==> src/rtl/morse_encoder_az.sv <==
// morse_encoder_az: latches a letter A-Z and serialises its Morse pattern, one symbol per SYMBOL_CYCLES clocks.
// Define MORSE_REPEAT_EN to honour Repeat and loop the letter with GAP_SYMBOLS off-symbols in between.
module morse_encoder_az #(
    parameter int CLOCK_FREQUENCY = 500,
    parameter int SYMBOL_DIV      = 2,
    parameter int GAP_SYMBOLS     = 3
) (
    input  logic       ClockIn,
    input  logic       Reset,
    input  logic       Start,
    input  logic [4:0] Letter,
    input  logic       Repeat,
    output logic       DotDashOut,
    output logic       NewBitOut,
    output logic       Busy,
    output logic       Done,
    output logic       Error
);
    localparam int SC = CLOCK_FREQUENCY / SYMBOL_DIV;
    localparam int DW = SC > 1 ? $clog2(SC) : 1;
    localparam logic [DW-1:0] RELOAD = DW'(SC - 1);
    localparam logic [1:0] IDLE = 2'd0, SEND = 2'd1, GAP = 2'd2;

    logic [1:0]    state_q, state_d;
    logic [15:0]   sh_q, sh_d;
    logic [3:0]    len_q, len_d;
    logic [DW-1:0] cnt_q, cnt_d;
    logic          nb_q, nb_d, done_q, done_d, err_q, err_d;
    logic [15:0]   rom_raw, rom_pat;
    logic [3:0]    rom_len;
`ifdef MORSE_REPEAT_EN
    localparam int GW = GAP_SYMBOLS > 1 ? $clog2(GAP_SYMBOLS) : 1;
    logic [GW-1:0] gap_q, gap_d;
    logic [15:0]   pat_q, pat_d;
    logic [3:0]    plen_q, plen_d;
`else
    logic unused_repeat;
    assign unused_repeat = Repeat;
`endif

    // Patterns are stored right-aligned here and left-justified so bit 15 is the first symbol.
    always_comb begin
        {rom_len, rom_raw} = {4'd0, 16'd0};
        case (Letter)
            5'd0:  {rom_len, rom_raw} = {4'd5,  16'b10111};
            5'd1:  {rom_len, rom_raw} = {4'd9,  16'b111010101};
            5'd2:  {rom_len, rom_raw} = {4'd11, 16'b11101011101};
            5'd3:  {rom_len, rom_raw} = {4'd7,  16'b1110101};
            5'd4:  {rom_len, rom_raw} = {4'd1,  16'b1};
            5'd5:  {rom_len, rom_raw} = {4'd9,  16'b101011101};
            5'd6:  {rom_len, rom_raw} = {4'd9,  16'b111011101};
            5'd7:  {rom_len, rom_raw} = {4'd7,  16'b1010101};
            5'd8:  {rom_len, rom_raw} = {4'd3,  16'b101};
            5'd9:  {rom_len, rom_raw} = {4'd13, 16'b1011101110111};
            5'd10: {rom_len, rom_raw} = {4'd9,  16'b111010111};
            5'd11: {rom_len, rom_raw} = {4'd9,  16'b101110101};
            5'd12: {rom_len, rom_raw} = {4'd7,  16'b1110111};
            5'd13: {rom_len, rom_raw} = {4'd5,  16'b11101};
            5'd14: {rom_len, rom_raw} = {4'd11, 16'b11101110111};
            5'd15: {rom_len, rom_raw} = {4'd11, 16'b10111011101};
            5'd16: {rom_len, rom_raw} = {4'd13, 16'b1110111010111};
            5'd17: {rom_len, rom_raw} = {4'd7,  16'b1011101};
            5'd18: {rom_len, rom_raw} = {4'd5,  16'b10101};
            5'd19: {rom_len, rom_raw} = {4'd3,  16'b111};
            5'd20: {rom_len, rom_raw} = {4'd7,  16'b1010111};
            5'd21: {rom_len, rom_raw} = {4'd9,  16'b101010111};
            5'd22: {rom_len, rom_raw} = {4'd9,  16'b101110111};
            5'd23: {rom_len, rom_raw} = {4'd11, 16'b11101010111};
            5'd24: {rom_len, rom_raw} = {4'd13, 16'b1110101110111};
            5'd25: {rom_len, rom_raw} = {4'd11, 16'b11101110101};
            default: {rom_len, rom_raw} = {4'd0, 16'd0};
        endcase
        rom_pat = rom_raw << (5'd16 - {1'b0, rom_len});
    end

    always_comb begin
        state_d = state_q;
        sh_d    = sh_q;
        len_d   = len_q;
        cnt_d   = cnt_q;
        nb_d    = 1'b0;
        done_d  = 1'b0;
        err_d   = 1'b0;
`ifdef MORSE_REPEAT_EN
        gap_d   = gap_q;
        pat_d   = pat_q;
        plen_d  = plen_q;
`endif
        case (state_q)
            IDLE: begin
                err_d = Start && Letter > 5'd25;
                if (Start && Letter <= 5'd25) begin
                    state_d = SEND;
                    sh_d    = rom_pat;
                    len_d   = rom_len;
                    cnt_d   = RELOAD;
                    nb_d    = 1'b1;
`ifdef MORSE_REPEAT_EN
                    pat_d   = rom_pat;
                    plen_d  = rom_len;
`endif
                end
            end
            SEND: begin
                if (cnt_q != '0) cnt_d = cnt_q - 1'b1;
                else begin
                    cnt_d = RELOAD;
                    if (len_q > 4'd1) begin
                        sh_d  = sh_q << 1;
                        len_d = len_q - 4'd1;
                        nb_d  = 1'b1;
                    end
`ifdef MORSE_REPEAT_EN
                    else if (Repeat) begin
                        state_d = GAP;
                        gap_d   = GW'(GAP_SYMBOLS - 1);
                        sh_d    = '0;
                        len_d   = '0;
                        nb_d    = 1'b1;
                    end
`endif
                    else begin
                        state_d = IDLE;
                        sh_d    = '0;
                        len_d   = '0;
                        done_d  = 1'b1;
                    end
                end
            end
`ifdef MORSE_REPEAT_EN
            GAP: begin
                if (cnt_q != '0) cnt_d = cnt_q - 1'b1;
                else begin
                    cnt_d = RELOAD;
                    nb_d  = 1'b1;
                    if (gap_q == '0) begin
                        state_d = SEND;
                        sh_d    = pat_q;
                        len_d   = plen_q;
                    end else gap_d = gap_q - 1'b1;
                end
            end
`endif
            default: state_d = IDLE;
        endcase
    end

    always_ff @(posedge ClockIn or posedge Reset) begin
        if (Reset) begin
            state_q <= IDLE;
            sh_q    <= '0;
            len_q   <= '0;
            cnt_q   <= '0;
            nb_q    <= 1'b0;
            done_q  <= 1'b0;
            err_q   <= 1'b0;
`ifdef MORSE_REPEAT_EN
            gap_q   <= '0;
            pat_q   <= '0;
            plen_q  <= '0;
`endif
        end else begin
            state_q <= state_d;
            sh_q    <= sh_d;
            len_q   <= len_d;
            cnt_q   <= cnt_d;
            nb_q    <= nb_d;
            done_q  <= done_d;
            err_q   <= err_d;
`ifdef MORSE_REPEAT_EN
            gap_q   <= gap_d;
            pat_q   <= pat_d;
            plen_q  <= plen_d;
`endif
        end
    end

    assign Busy       = state_q != IDLE;
    assign DotDashOut = state_q == SEND && sh_q[15];
    assign NewBitOut  = nb_q;
    assign Done       = done_q;
    assign Error      = err_q;
endmodule

==> config.mk <==
export PLATFORM = sky130hd
export DESIGN_NAME = morse_encoder_az
export DESIGN_NICKNAME = d
export VERILOG_FILES = /design/src/rtl/morse_encoder_az.sv
export SDC_FILE = /design/constraint.sdc
export NUM_CORES = 1
export LEC_CHECK = 0
export ABC_AREA = 1
export BUFFER_PORTS_ARGS = -buffer_cell sky130_fd_sc_hd__buf_2
export CAP_MARGIN = 20
export CORE_MARGIN = 2
export CORE_UTILIZATION = 62
export DETAILED_ROUTE_END_ITERATION = 10
export MAX_ROUTING_LAYER = met4
export PLACE_DENSITY_LB_ADDON = 0.3
export SETUP_SLACK_MARGIN = 0.3
export SKIP_LAST_GASP = 1
export SYNTH_ARGS = -nofsm -noshare
export SYNTH_HDL_FRONTEND = slang
export SYNTH_SLANG_ARGS = --single-unit
==> constraint.sdc <==
create_clock -name ClockIn -period 2.4 [get_ports ClockIn]
set_input_delay 0 -clock ClockIn [delete_from_list [all_inputs] [get_ports ClockIn]]
set_output_delay 0 -clock ClockIn [all_outputs]
set_load 0.02 [all_outputs]
==> metrics.txt <==
status=finished clean; drt total wl=6.42 mm; vias in the first global route=2,544; CP max stage cell=ha_4; Die ar.=4970 um^2; Slew @ Worst Pin=0.386 ns; Sw Share=34.0%; hpwl dp=between 4 and 5 mm; critical path type=in -> reg; final worst-path cycle share=between 80% and 90%; Startpoint Class=input pin; area of the mapped netlist=2740 um^2; CP Data Required Time=between 2 and 3 ns; Slew Viols, Final=0; via density per instance=between 5 and 6; Async SR Flop Fraction=100%; Row Count=24; first-pass GRT wire length=11.0 mm; Critical Path, Cell by Cell=clkbuf_4 > inv_2 > ha_4 > inv_2 > nand2_1 > o21ai_0 > o21ai_1 > and2_4 > ha_4 > clkinvlp_4 > buf_12 > nor3_2 > nand2_1 > nand3_1 > nand3_1 > a21oi_2; most used flip-flop cell after synthesis=dfrtp_1; Flop pwr share=39.1%; WL/cell=around 13 um; Initial Util=about 64%; TritonCTS Buffers=5; total gr overflow=0; post-synthesis cell type count=38; Cell Int Power=0.000883 W; GPL Wtd Cong=0.918; # clock sinks=31; clock latency on the worst-skew pair=approximately 0.28 ns; Multi-input gate area=1750 um^2; Clk pwr share=29.6%; post-layout worst setup margin=0.403 ns; most frequent cells in the layout=110 x nand2_1, 59 x nand3_1, 33 x nor2_1; register area share after synthesis=roughly 28%; Synth Net Count=422; largest delay contributor family on the critical path=simple AND/OR/NAND/NOR gates; critical path endpoint category=register; Combinational Power Share=31.3%; boundary pin count=14; Worst-path clk slew=0.06 ns; First-pass DRT Iterations=5; die height=70.5 um; Fin. Hold Viols=0; Core ar.=4290 um^2; Psw=0.000455 W; critical path arrival=about 2.2 ns; Leak=1.56 nW; PwrDens=~430 nW/um^2; clock buffer depth=2; final worst path period need=2.00 ns; Worst path max stage delay=0.27 ns; YS warnings=0; most common cell after layout, fill and taps aside=nand2_1; DRC viols=0; Max FO, Critical Path=7; 1st-iter DRT viols=approximately 130; TritonCTS clock tree=built; largest net degree at the start of global routing=32; skew final=0.00274 ns; ANT cells=0; Port Buffers=12; RSZ-0062 raised after global routing=no; Tot GR Track Use=27.8%; Synth Instances=400; HP Class=in -> reg; Rel. slew slack=about three quarters; Final Net Count=445; pre-CTS setup slack=around 0.036 ns; VDD IR-drop max=0.000243 V; syn_area_per_cell=6.85 um^2; synthesized flop and latch total=31; root buf cell=clkbuf_8; Max-Cap Viols=0; H-tree depth=2; Fmax achieved=approximately 500 MHz; Buf/Inv on CP=5; Setup TNS=0 ns; Post-DRT Antenna Nets=0; Area Growth Syn to Fin=12.7%; Via Count=around 2,800; setup violators final=0; Die W=70.5 um; Fillers=approximately 350; Seq. cell area=776 um^2; initial antenna violation count=0; Post-synth EDFFs=0; share of cells above drive strength 1=a little under 20%
[cells by family (layout without fill, tap and decap cells)]
family,after synthesis,in the layout,synth area share (%)
flip-flops,31,31,28.3
XOR/XNOR,1,1,0.320
buffers and inverters,53,77,10.1
adder cells (fa/ha/maj),13,13,5.94
AND/OR/NAND/NOR,235,235,41.9
AO/OA/AOI/OAI,67,67,13.4
[power by group through the flow]
stage                     logic, W  registers, W  clock network [W]
after floorplan           0.000297      0.000532                  0
after global placement    0.000356      0.000532                  0
after detailed placement  0.000360      0.000532                  0
after CTS                 0.000364      0.000523           0.000395
after global routing      0.000471      0.000522           0.000418
final                     0.000419      0.000523           0.000396
[metrics by stage]
| stage | hold WS [ns] | area, um^2 | util [%] | total power (W) | std cells |
|---|---|---|---|---|---|
| finish | 0.242 | 3090 | 71.9 | 0.00134 | 476 |
| CTS | 0.236 | 2960 | 68.9 | 0.00128 | 473 |
| floorplan | 0.104 | 2740 | - | 0.000829 | 400 |
| global route | 0.259 | 3090 | 71.9 | 0.00141 | 476 |
| global placement | 0.0896 | 2860 | 66.5 | 0.000888 | 463 |
| detailed placement | 0.0951 | 2860 | 66.5 | 0.000893 | 463 |
[per-layer routing]
layer / global-route usage, % / vias up / share of wire [%]
met3: 4.04 / 17 / 4.0
met1: 33.2 / 1304 / 43
met4: 14.1 / 0 / 3.4
met2: 45.6 / 82 / 50
met5: - / - / 0
li1: - / 1372 / -
[synthesized netlist by cell type, types with 2 or more instances]
cell type  number  area share (%)
nand3_1        60              11
a21oi_1        36             6.6
o21ai_0        12             2.2
buf_6           3             1.2
nand2_8         3             2.2
o21ai_1         9             1.6
nand2_4         3             1.2
inv_1          28             3.8
clkbuf_1        2            0.27
buf_2           5            0.91
nand2_1       110              15
nand4_1         3            0.69
dfrtp_1        31              28
o32ai_1         2            0.64
buf_4           5             1.4
nand3_2         3             1.1
nand2_2         5             1.1
nor2_2          3            0.69
inv_2           4            0.55
o22ai_1         4            0.91
inv_4           3            0.69
nand3_4         3             1.9
ha_1           13             5.9
nor3_1          3            0.55
nor2_1         34             4.7
[repair_timing]
item	CTS	global route
hold buffers	2	0
endpoints found under the hold margin	32	0
gates resized for setup	0	17
setup endpoints to repair	0	13
setup buffers	0	2
[state kept, by name (all words and copies together) (netlist names)]
| name | flops |
|---|---|
| cnt_q | 8 |
| Error | 1 |
| state_q | 1 |
| NewBitOut | 1 |
| len_q | 4 |
| sh_q | 15 |
| Done | 1 |
[worst paths after layout]
| path | slack, ns | end | cells past startpoint | startpoint |
|---|---|---|---|---|
| setup / recovery | 0.40 | sh_q[15]$_DFFE_PP0P_ | 16 | Letter[0] |
| hold / removal | 0.24 | Error$_DFF_PP0_ | 4 | Letter[4] |
| setup reg to reg | 0.51 | sh_q[15]$_DFFE_PP0P_ | 8 | cnt_q[4]$_DFFE_PP0P_ |
| hold reg to reg | 0.48 | cnt_q[5]$_DFFE_PP0P_ | 2 | cnt_q[5]$_DFFE_PP0P_ |
| max in group asynchronous | 1.79 | len_q[0]$_DFFE_PP0P_ | 4 | Reset |
| min in group asynchronous | 0.33 | sh_q[3]$_DFFE_PP0P_ | 4 | Reset |
[worst register-to-register path, delay by kind of cell, from the launching register on]
kind            cells  cell delay [ns]
flops               1             0.41
simple gates        4             0.73
buf+inv             2             0.31
compound gates      2             0.32
[final cells by class]
type                    instances  share of cell area (%)
well taps                      52                    2.11
flip-flops and latches         31                    25.1
clock buffers                   7                    2.47
inverters                      36                    5.07
repair buffers                 33                    8.27
clock inverters                 1                   0.162
multi-input cells             316                    56.8
Power figures use the tool's default switching activity.
